File: src/rtl/vcf_pkg.sv
// vcf_pkg: shared defaults and 4-state change test for value_change_fifo
//   VCF_WIDTH_DEF  default sampled-net width
//   VCF_DEPTH_DEF  default FIFO depth
//   VCF_CMP_W      operand width of vcf_changed (callers zero-extend into it)
//   vcf_changed    1 when a and b differ, X and Z compared literally
package vcf_pkg;
   localparam int VCF_WIDTH_DEF = 4;
   localparam int VCF_DEPTH_DEF = 4;
   localparam int VCF_CMP_W     = 32;
   function automatic logic vcf_changed(input logic [VCF_CMP_W-1:0] a, input logic [VCF_CMP_W-1:0] b);
      return a !== b;
   endfunction
endpackage

File: src/rtl/vcf_store.sv
// vcf_store: DEPTH x WIDTH FIFO with a registered head entry
//   clk, rst_n  clock, async active-low reset
//   push_i      write request; ignored when full unless a pop happens too
//   wdata_i     write data
//   ready_i     consumer accepts the head entry
//   valid_o     head entry available
//   data_o      registered head; holds its last value while empty
//   count_o     entries held, 0..DEPTH
//   full_o      count_o == DEPTH
module vcf_store
   import vcf_pkg::*;
#(
   parameter int WIDTH = VCF_WIDTH_DEF,
   parameter int DEPTH = VCF_DEPTH_DEF,
   localparam int AW = $clog2(DEPTH)
) (
   input  logic             clk,
   input  logic             rst_n,
   input  logic             push_i,
   input  logic [WIDTH-1:0] wdata_i,
   input  logic             ready_i,
   output logic             valid_o,
   output logic [WIDTH-1:0] data_o,
   output logic [AW:0]      count_o,
   output logic             full_o
);
   logic [WIDTH-1:0] mem_q [DEPTH];
   logic [AW-1:0]    wptr_q, wptr_d, rptr_q, rptr_d;
   logic [AW:0]      count_q, count_d, rem;
   logic [WIDTH-1:0] head_q, head_d;
   logic             pop, wr;
   assign valid_o = count_q != '0;
   assign full_o  = count_q == (AW+1)'(DEPTH);
   assign data_o  = head_q;
   assign count_o = count_q;
   always_comb begin
      pop     = valid_o && ready_i;
      wr      = push_i && (!full_o || pop);
      wptr_d  = wr ? wptr_q + AW'(1) : wptr_q;
      rptr_d  = pop ? rptr_q + AW'(1) : rptr_q;
      count_d = count_q + (AW+1)'(wr) - (AW+1)'(pop);
      // Entries surviving the pop decide where the next head comes from:
      // older stored data if any remain, otherwise the entry being written now.
      rem     = count_q - (AW+1)'(pop);
      head_d  = rem != '0 ? (pop ? mem_q[rptr_d] : head_q) : (wr ? wdata_i : head_q);
   end
   always_ff @(posedge clk or negedge rst_n) begin
      if (!rst_n) begin
         wptr_q  <= '0;
         rptr_q  <= '0;
         count_q <= '0;
         head_q  <= '0;
      end else begin
         wptr_q  <= wptr_d;
         rptr_q  <= rptr_d;
         count_q <= count_d;
         head_q  <= head_d;
      end
   end
   always_ff @(posedge clk) begin
      if (wr) mem_q[wptr_q] <= wdata_i;
   end
endmodule

File: src/rtl/value_change_fifo.sv
// value_change_fifo: queues every 4-state change of a sampled net for a stallable consumer
//   clk, rst_n  clock, async active-low reset
//   en_i        sample enable
//   value_i     net under observation
//   clr_ovf_i   synchronous clear of overflow_o
//   out_valid   head entry available
//   out_ready   consumer accepts head entry
//   out_data    head entry, held while out_valid=0
//   out_count   entries held, 0..DEPTH
//   overflow_o  sticky: a change was dropped on a full FIFO
module value_change_fifo
   import vcf_pkg::*;
#(
   parameter int WIDTH = VCF_WIDTH_DEF,
   parameter int DEPTH = VCF_DEPTH_DEF,
   localparam int AW = $clog2(DEPTH)
) (
   input  logic             clk,
   input  logic             rst_n,
   input  logic             en_i,
   input  logic [WIDTH-1:0] value_i,
   input  logic             clr_ovf_i,
   output logic             out_valid,
   input  logic             out_ready,
   output logic [WIDTH-1:0] out_data,
   output logic [AW:0]      out_count,
   output logic             overflow_o
);
   logic [WIDTH-1:0] last_q, last_d;
   logic             primed_q, primed_d, ovf_q, ovf_d, push, drop, full;
   always_comb begin
      // The first enabled sample after reset always counts as a change.
      push     = en_i && (!primed_q || vcf_changed(VCF_CMP_W'(value_i), VCF_CMP_W'(last_q)));
      drop     = push && full && !(out_valid && out_ready);
      last_d   = en_i ? value_i : last_q;
      primed_d = en_i || primed_q;
      ovf_d    = drop || (ovf_q && !clr_ovf_i);
   end
   always_ff @(posedge clk or negedge rst_n) begin
      if (!rst_n) begin
         last_q   <= '0;
         primed_q <= 1'b0;
         ovf_q    <= 1'b0;
      end else begin
         last_q   <= last_d;
         primed_q <= primed_d;
         ovf_q    <= ovf_d;
      end
   end
   assign overflow_o = ovf_q;
   vcf_store #(.WIDTH(WIDTH), .DEPTH(DEPTH)) u_store (
      .clk     (clk),
      .rst_n   (rst_n),
      .push_i  (push),
      .wdata_i (value_i),
      .ready_i (out_ready),
      .valid_o (out_valid),
      .data_o  (out_data),
      .count_o (out_count),
      .full_o  (full)
   );
endmodule

File: config.mk
export PLATFORM = sky130hd
export DESIGN_NAME = value_change_fifo
export DESIGN_NICKNAME = d
export VERILOG_FILES = /design/src/rtl/vcf_pkg.sv /design/src/rtl/vcf_store.sv /design/src/rtl/value_change_fifo.sv
export SDC_FILE = /design/constraint.sdc
export NUM_CORES = 1
export LEC_CHECK = 0
export ABC_AREA = 1
export BUFFER_PORTS_ARGS = -buffer_cell sky130_fd_sc_hd__buf_4
export CORE_MARGIN = 2
export CORE_UTILIZATION = 60
export DETAILED_ROUTE_END_ITERATION = 12
export PLACE_DENSITY = 0.78
export SYNTH_ARGS = -nofsm -noshare
export SYNTH_HDL_FRONTEND = slang
export SYNTH_SLANG_ARGS = --single-unit
export TNS_END_PERCENT = 5
File: constraint.sdc
create_clock -name clk -period 3.7 [get_ports clk]
set_clock_uncertainty 0.1 [all_clocks]
set_input_delay 0.185 -clock clk [delete_from_list [all_inputs] [get_ports clk]]
set_output_delay 0.185 -clock clk [all_outputs]
set_load 0.01 [all_outputs]
* Word-level counts from Yosys, hierarchy flattened
Memory sizes are Yosys's and may differ from the RTL's.
Cells that the tools add are included.
** Word-level totals
- Register bits after elaboration :: 17
- Bits in writable memories :: 16
- Input port bits :: 9
- Output and inout bits :: 9
- Memories :: 1
** Cells by class
- $add $sub $neg :: 5
- Equal/unequal tests :: 3
- Mux-type cells :: 6
- Reduce and logical (&&, ||, !) cells :: 18
** Memory list
- u_store.mem_q :: words 4, bits a word 4, rd ports 1, clocked after Yosys merged registers in 0, write ports 1, RTL line vcf_store.sv:27 : logic [WIDTH-1:0] mem_q [DEPTH];
** Operators with widths (number)
- $mux W4 :: 3
- $logic_and A1 B1 Y1 :: 6
- $reduce_bool A3 Y1 :: 2
- $sub A3 B1 Y3 :: 2
- $add A2 B1 Y2 const B :: 2
- $logic_not A1 Y1 :: 4
- $logic_or A1 B1 Y1 :: 4
- $nex A4 B4 Y1 :: 1
- $add A3 B1 Y3 :: 1
- $eq A3 B3 Y1 const B :: 1
- $mux W1 :: 2
- $mux W2 :: 1
- $ne A2 B1 Y1 const B :: 1
- $reduce_and A2 Y1 :: 1
- $reduce_bool A2 Y1 :: 1

* Logic depth before layout (Yosys ltp)
- Word-level depth :: 6
- Gate-level depth with buffers :: 12
- Mapped depth without buffers :: 12

* Cells and area by module
A second synthesis with hierarchy kept.
** Second synthesis, totals
- Cells, all modules :: 191
- Area total of the unflattened synthesis :: 1747.9 um2
** By module, submodules not included
- vcf_store :: times used 1, cells an instance 150, area each 1433.9 um2, seq. area each 755.7 um2
- value_change_fifo :: times used 1, cells an instance 41, area each 314.1 um2, seq. area each 150.1 um2

* Worst setup path before layout
OpenSTA, ideal clock, no wires.
- Path kind :: flip-flop to flip-flop
- From :: register u_store.count_q[1] (netlist: u_store.count_o[1])
- To :: register u_store.count_q[2] (netlist: u_store.count_o[2])
- Arrival :: 2.042 ns
- Required time :: 3.471 ns
- Path slack :: 1.429 ns
- Cell stages (with the launch flop) :: 12
- Path buffers :: 0
- Cells stage by stage :: dfrtp_1 > nor2_4 > nand2_4 > nand2_8 > inv_4 > ha_1 > inv_1 > ha_1 > inv_1 > fa_1 > xnor2_1 > xor2_1
** Between the ends
- Cells in the longest elaborated chain, start to end :: 6
- Elaborated cells on any way between the ends :: 8
- Those cells by class :: 2 x add/sub; 1 x eq/ne; 5 x reduce/logical
** RTL lines
- from (decl) :: RTL line vcf_store.sv:29 : logic [AW:0] count_q, count_d, rem;
- from (signal assigned) :: RTL line vcf_store.sv:56 : count_q <= count_d;
- $reduce_bool A3 Y1 * :: RTL line vcf_store.sv:32 : assign valid_o = count_q != '0;
- net out_valid :: RTL line value_change_fifo.sv:23 : output logic out_valid,
- $logic_and A1 B1 Y1 * :: RTL line vcf_store.sv:37 : pop = valid_o && ready_i;
- $logic_or A1 B1 Y1 :: RTL line vcf_store.sv:38 : wr = push_i && (!full_o || pop);
- $logic_and A1 B1 Y1 :: RTL line vcf_store.sv:38
- $add A3 B1 Y3 :: RTL line vcf_store.sv:41 : count_d = count_q + (AW+1)'(wr) - (AW+1)'(pop);
- $sub A3 B1 Y3 * :: RTL line vcf_store.sv:41
- net u_store.count_d[2] :: RTL line vcf_store.sv:29
Mark *: on every way through the listed nets, which the timed path passes. The rest lies on a longest branch.
A chain may end at the register's enable or synchronous reset.

* Worst setup path after layout
- From :: register u_store.count_q[1] (netlist: u_store.count_o[1])
- To :: register u_store.count_q[2] (netlist: u_store.count_o[2])
** Between the ends
- Cells in the longest elaborated chain, start to end :: 6
- Elaborated cells on any way between the ends :: 8
- Those cells by class :: 2 x add/sub; 1 x eq/ne; 5 x reduce/logical
** RTL lines (RTL line)
- $eq A3 B3 Y1 / $reduce_bool A3 Y1 (equally long branches) :: vcf_store.sv:33, vcf_store.sv:32
- $logic_not A1 Y1 / $logic_and A1 B1 Y1 (equally long branches) :: vcf_store.sv:38, vcf_store.sv:37
- $logic_or A1 B1 Y1 :: vcf_store.sv:38
- $logic_and A1 B1 Y1 :: vcf_store.sv:38
- $add A3 B1 Y3 :: vcf_store.sv:41
- $sub A3 B1 Y3 * :: vcf_store.sv:41
- net u_store.count_d[2] :: vcf_store.sv:29
Marks and branches as above.

==> results.py <==
metrics = {
    "die": {
        "die_h_um": 58.1,
        "num_rows": 19,
        "core-area_sq_mm": 0.00276,
        "dieArea_sq_mm": 0.00337,
        "die_x_um": 58.1,
        "io_pins": 18,
        "start_util": 0.637,
    },
    "critical_path": {
        "cp.arrival_ns": 2.53,
        "crit_type": "register to register",
        "crit_path_end_kind": "register",
        "critPathRequiredTime_ns": 3.85,
        "worstSetupStartpointType": "register",
        "cp_max_fo": 5,
    },
    "route": {
        "routed_wl_um": 3250,
        "drc": 0,
        "via_count": 1217,
        "dr.pass1.iters": 4,
        "drtAntennaViolNets": 0,
        "dr.first_iter.drc_count": 56,
        "wl_per_cell_um": 13.8,
        "via_per_inst": 5.18,
    },
    "synthesis": {
        "async_flop_share": 0.515,
        "synthesis.area_sq_mm": 0.00176,
        "postSynthCellCount": 174,
        "yosysSeqAreaShare": 0.516,
        "synth_seq_cells": 33,
        "synth_cell_type_count": 27,
        "syn_nets": 191,
        "synth_top_area_share": 0.274,
        "synth_top_area_cell": "edfxtp_1",
        "synth-edff-count": 16,
        "ys.flop_type": "dfrtp_1",
        "syn_avg_cell_area_sq_um": 10.1,
        "yosysWarnings": 0,
        "synth.area.top_cells": "edfxtp_1 (27%), dfrtp_1 (24%), inv_1 (7.5%), nand2_1 (5.6%), ha_1 (5.0%)",
    },
    "clock_tree": {
        "cts_tree": "built",
        "cts_max_path_buffers": 2,
        "path_clk_slew_ns": 0.10,
        "htreeDepth": 2,
        "cts-resized-gates": 0,
        "cts_setup_buffers": 0,
        "clkLatencyLatePin_ns": 0.33,
        "cts_made_buffers": 5,
        "clkSinkCount": 33,
        "clockRootBuffer": "clkbuf_4",
    },
    "placement": {
        "place_congestion": 0.802,
        "io_buffers": 17,
        "hpwlAfterDp_um": 2470,
    },
    "grt": {
        "grt.overflow.total": 0,
        "grt_start_max_net_pins": 18,
        "track_usage": 0.227,
        "grt_pass1_wl_um": 5660,
        "antenna_found_initial": 0,
        "grt_pass1_vias": 1243,
    },
    "timing": {
        "setup_viol": 0,
        "tightest_slew_ns": 0.427,
        "finalMaxSlewViolations": 0,
        "fmax_ghz": 0.420,
        "final.min_clock_period_ns": 2.38,
        "hold_viol": 0,
        "final.setup.tns_ns": 0,
        "rsz0062_at_grt": "false",
        "period_share": 0.643,
        "slew_headroom": 0.715,
    },
    "status": {
        "status": "finished, final reports clean",
    },
    "finish": {
        "syn2layout_area_growth_pct": 15.7,
        "fin_nets": 220,
        "diodes": 0,
        "nFillCells": 201,
        "seq_area_sq_um": 906,
        "final_layout_size_suffix_gt1_frac": 0.206,
        "multi_input_comb_area_sq_um": 694,
    },
    "power_and_ir_drop": {
        "powerDensity_mw_per_mm2": 727,
        "p_leak_uw": 0.000961,
        "max-vdd-ir-drop_mv": 0.574,
        "finalPower_uw": 1480,
    },
    "run": {
        "drv_cap": 0,
    },
    "hold_path": {
        "min_path_type": "input pin to register",
    },
}
[path summary, 6_finish.rpt]
kind                                    start                  to  slack [ns]  cells after the start
setup reg to reg           u_store.count_o[1]  u_store.count_o[2]        1.32                     11
max in group asynchronous               rst_n  u_store.count_o[0]        3.15                      2
hold / removal                           en_i           last_q[2]        0.02                      2
min in group asynchronous               rst_n            primed_q        0.15                      2
setup / recovery           u_store.count_o[1]  u_store.count_o[2]        1.32                     11
hold reg to reg                      primed_q            primed_q        0.40                      1
[routing by layer]
layer | GRT usage | part of all wire | up-vias
met5 | 0 | 0 | -
met3 | 0.0625 | 0.055 | 4
li1 | - | - | 610
met2 | 0.360 | 0.48 | 27
met4 | 0.0764 | 0.0086 | 0
met1 | 0.304 | 0.46 | 576
[state kept, by name, indices dropped and copies added, names as in the netlist]
register / count
u_store.data_o: 4
primed_q: 1
last_q: 4
u_store.count_o: 3
u_store.wptr_q: 2
overflow_o: 1
u_store.rptr_q: 2
u_store.mem_q: 16
[Yosys cell counts (all sizes together) (2+ instances only)]
cell type,instances
dfrtp,17
edfxtp,16
ha,7
inv,39
nand2,34
nand3,19
nand3b,8
nor2,12
o21ai,6
o21bai,4
xnor2,2
xor2,3
[critical path, cell delays in order (launching register included)]
cell     delay (ns)
dfrtp_1        0.49
nor2_4         0.18
nand2_4        0.10
nand2_8        0.10
inv_4          0.05
ha_1           0.29
inv_1          0.06
ha_1           0.15
inv_1          0.05
fa_1           0.38
xnor2_1        0.18
xor2_1         0.17
[cell families (layout without fill, tap and decap cells)]
kind of cell / Yosys count / after routing / synth area share
adders and majority gates: 8 / 8 / 0.0613
buffers and inverters: 40 / 70 / 0.0884
and+or+nand+nor: 76 / 76 / 0.269
AOI/OAI and AO/OA: 12 / 12 / 0.0406
DFF: 33 / 33 / 0.516
xor gates and xnor gates: 5 / 5 / 0.0250
[cell type report]
type                    instances  share of cell area
well taps                      31              0.0191
clock inverters                 1             0.00370
inverters                      39              0.0746
flip-flops and latches         33               0.446
repair buffers                 23              0.0924
multi-input cells             101               0.342
clock buffers                   7              0.0222
[stage by stage]
stage          hold slack, ns  std cells  utilization  setup slack [ns]  instance area, sq um
3_5_place_dp          -0.0350        221        0.696              1.33                  1920
6_report               0.0190        235        0.736              1.32                  2030
3_3_place_gp          -0.0407        221        0.696              1.45                  1920
2_1_floorplan          -0.211        174            -              1.43                  1760
5_1_grt                0.0271        235        0.736              1.16                  2030
4_1_cts               0.00288        235        0.736              1.32                  2030
[layout by cell type (no fill, tap or decap)]
| cell | n |
|---|---|
| inv_1 | 35 |
| nand2_1 | 26 |
| nand3_1 | 17 |
| buf_4 | 17 |
| dfrtp_1 | 17 |
| edfxtp_1 | 16 |
| nor2_1 | 10 |
| nand3b_1 | 8 |
| ha_1 | 7 |
| o21ai_0 | 6 |
| dlygate4sd3_1 | 6 |
| clkbuf_4 | 5 |
| nand2_4 | 4 |
| o21bai_1 | 4 |
| xor2_1 | 3 |
| nor2_4 | 2 |
| inv_2 | 2 |
| nand2_8 | 2 |
| inv_4 | 2 |
| xnor2_1 | 2 |
| nand2_2 | 2 |
| clkbuf_1 | 2 |
| nand3_4 | 1 |
| nand3_2 | 1 |
| o22ai_1 | 1 |
| or2_2 | 1 |
| nor3_4 | 1 |
| nand4_4 | 1 |
| a21oi_1 | 1 |
| fa_1 | 1 |
| clkinvlp_4 | 1 |
[power by group]
part           switching (uW)  leakage [uW]  total [uW]  internal (uW)
clock network             118     0.0000255         193           75.0
logic                     424      0.000589         715            291
registers                76.4      0.000346         569            492
[repair_timing]
item / in CTS / in global routing
endpoints found under the setup margin: 0 / 0
hold endpoints to repair: 34 / 0
hold buffers: 6 / 0
(Power assumes the default switching activity.)
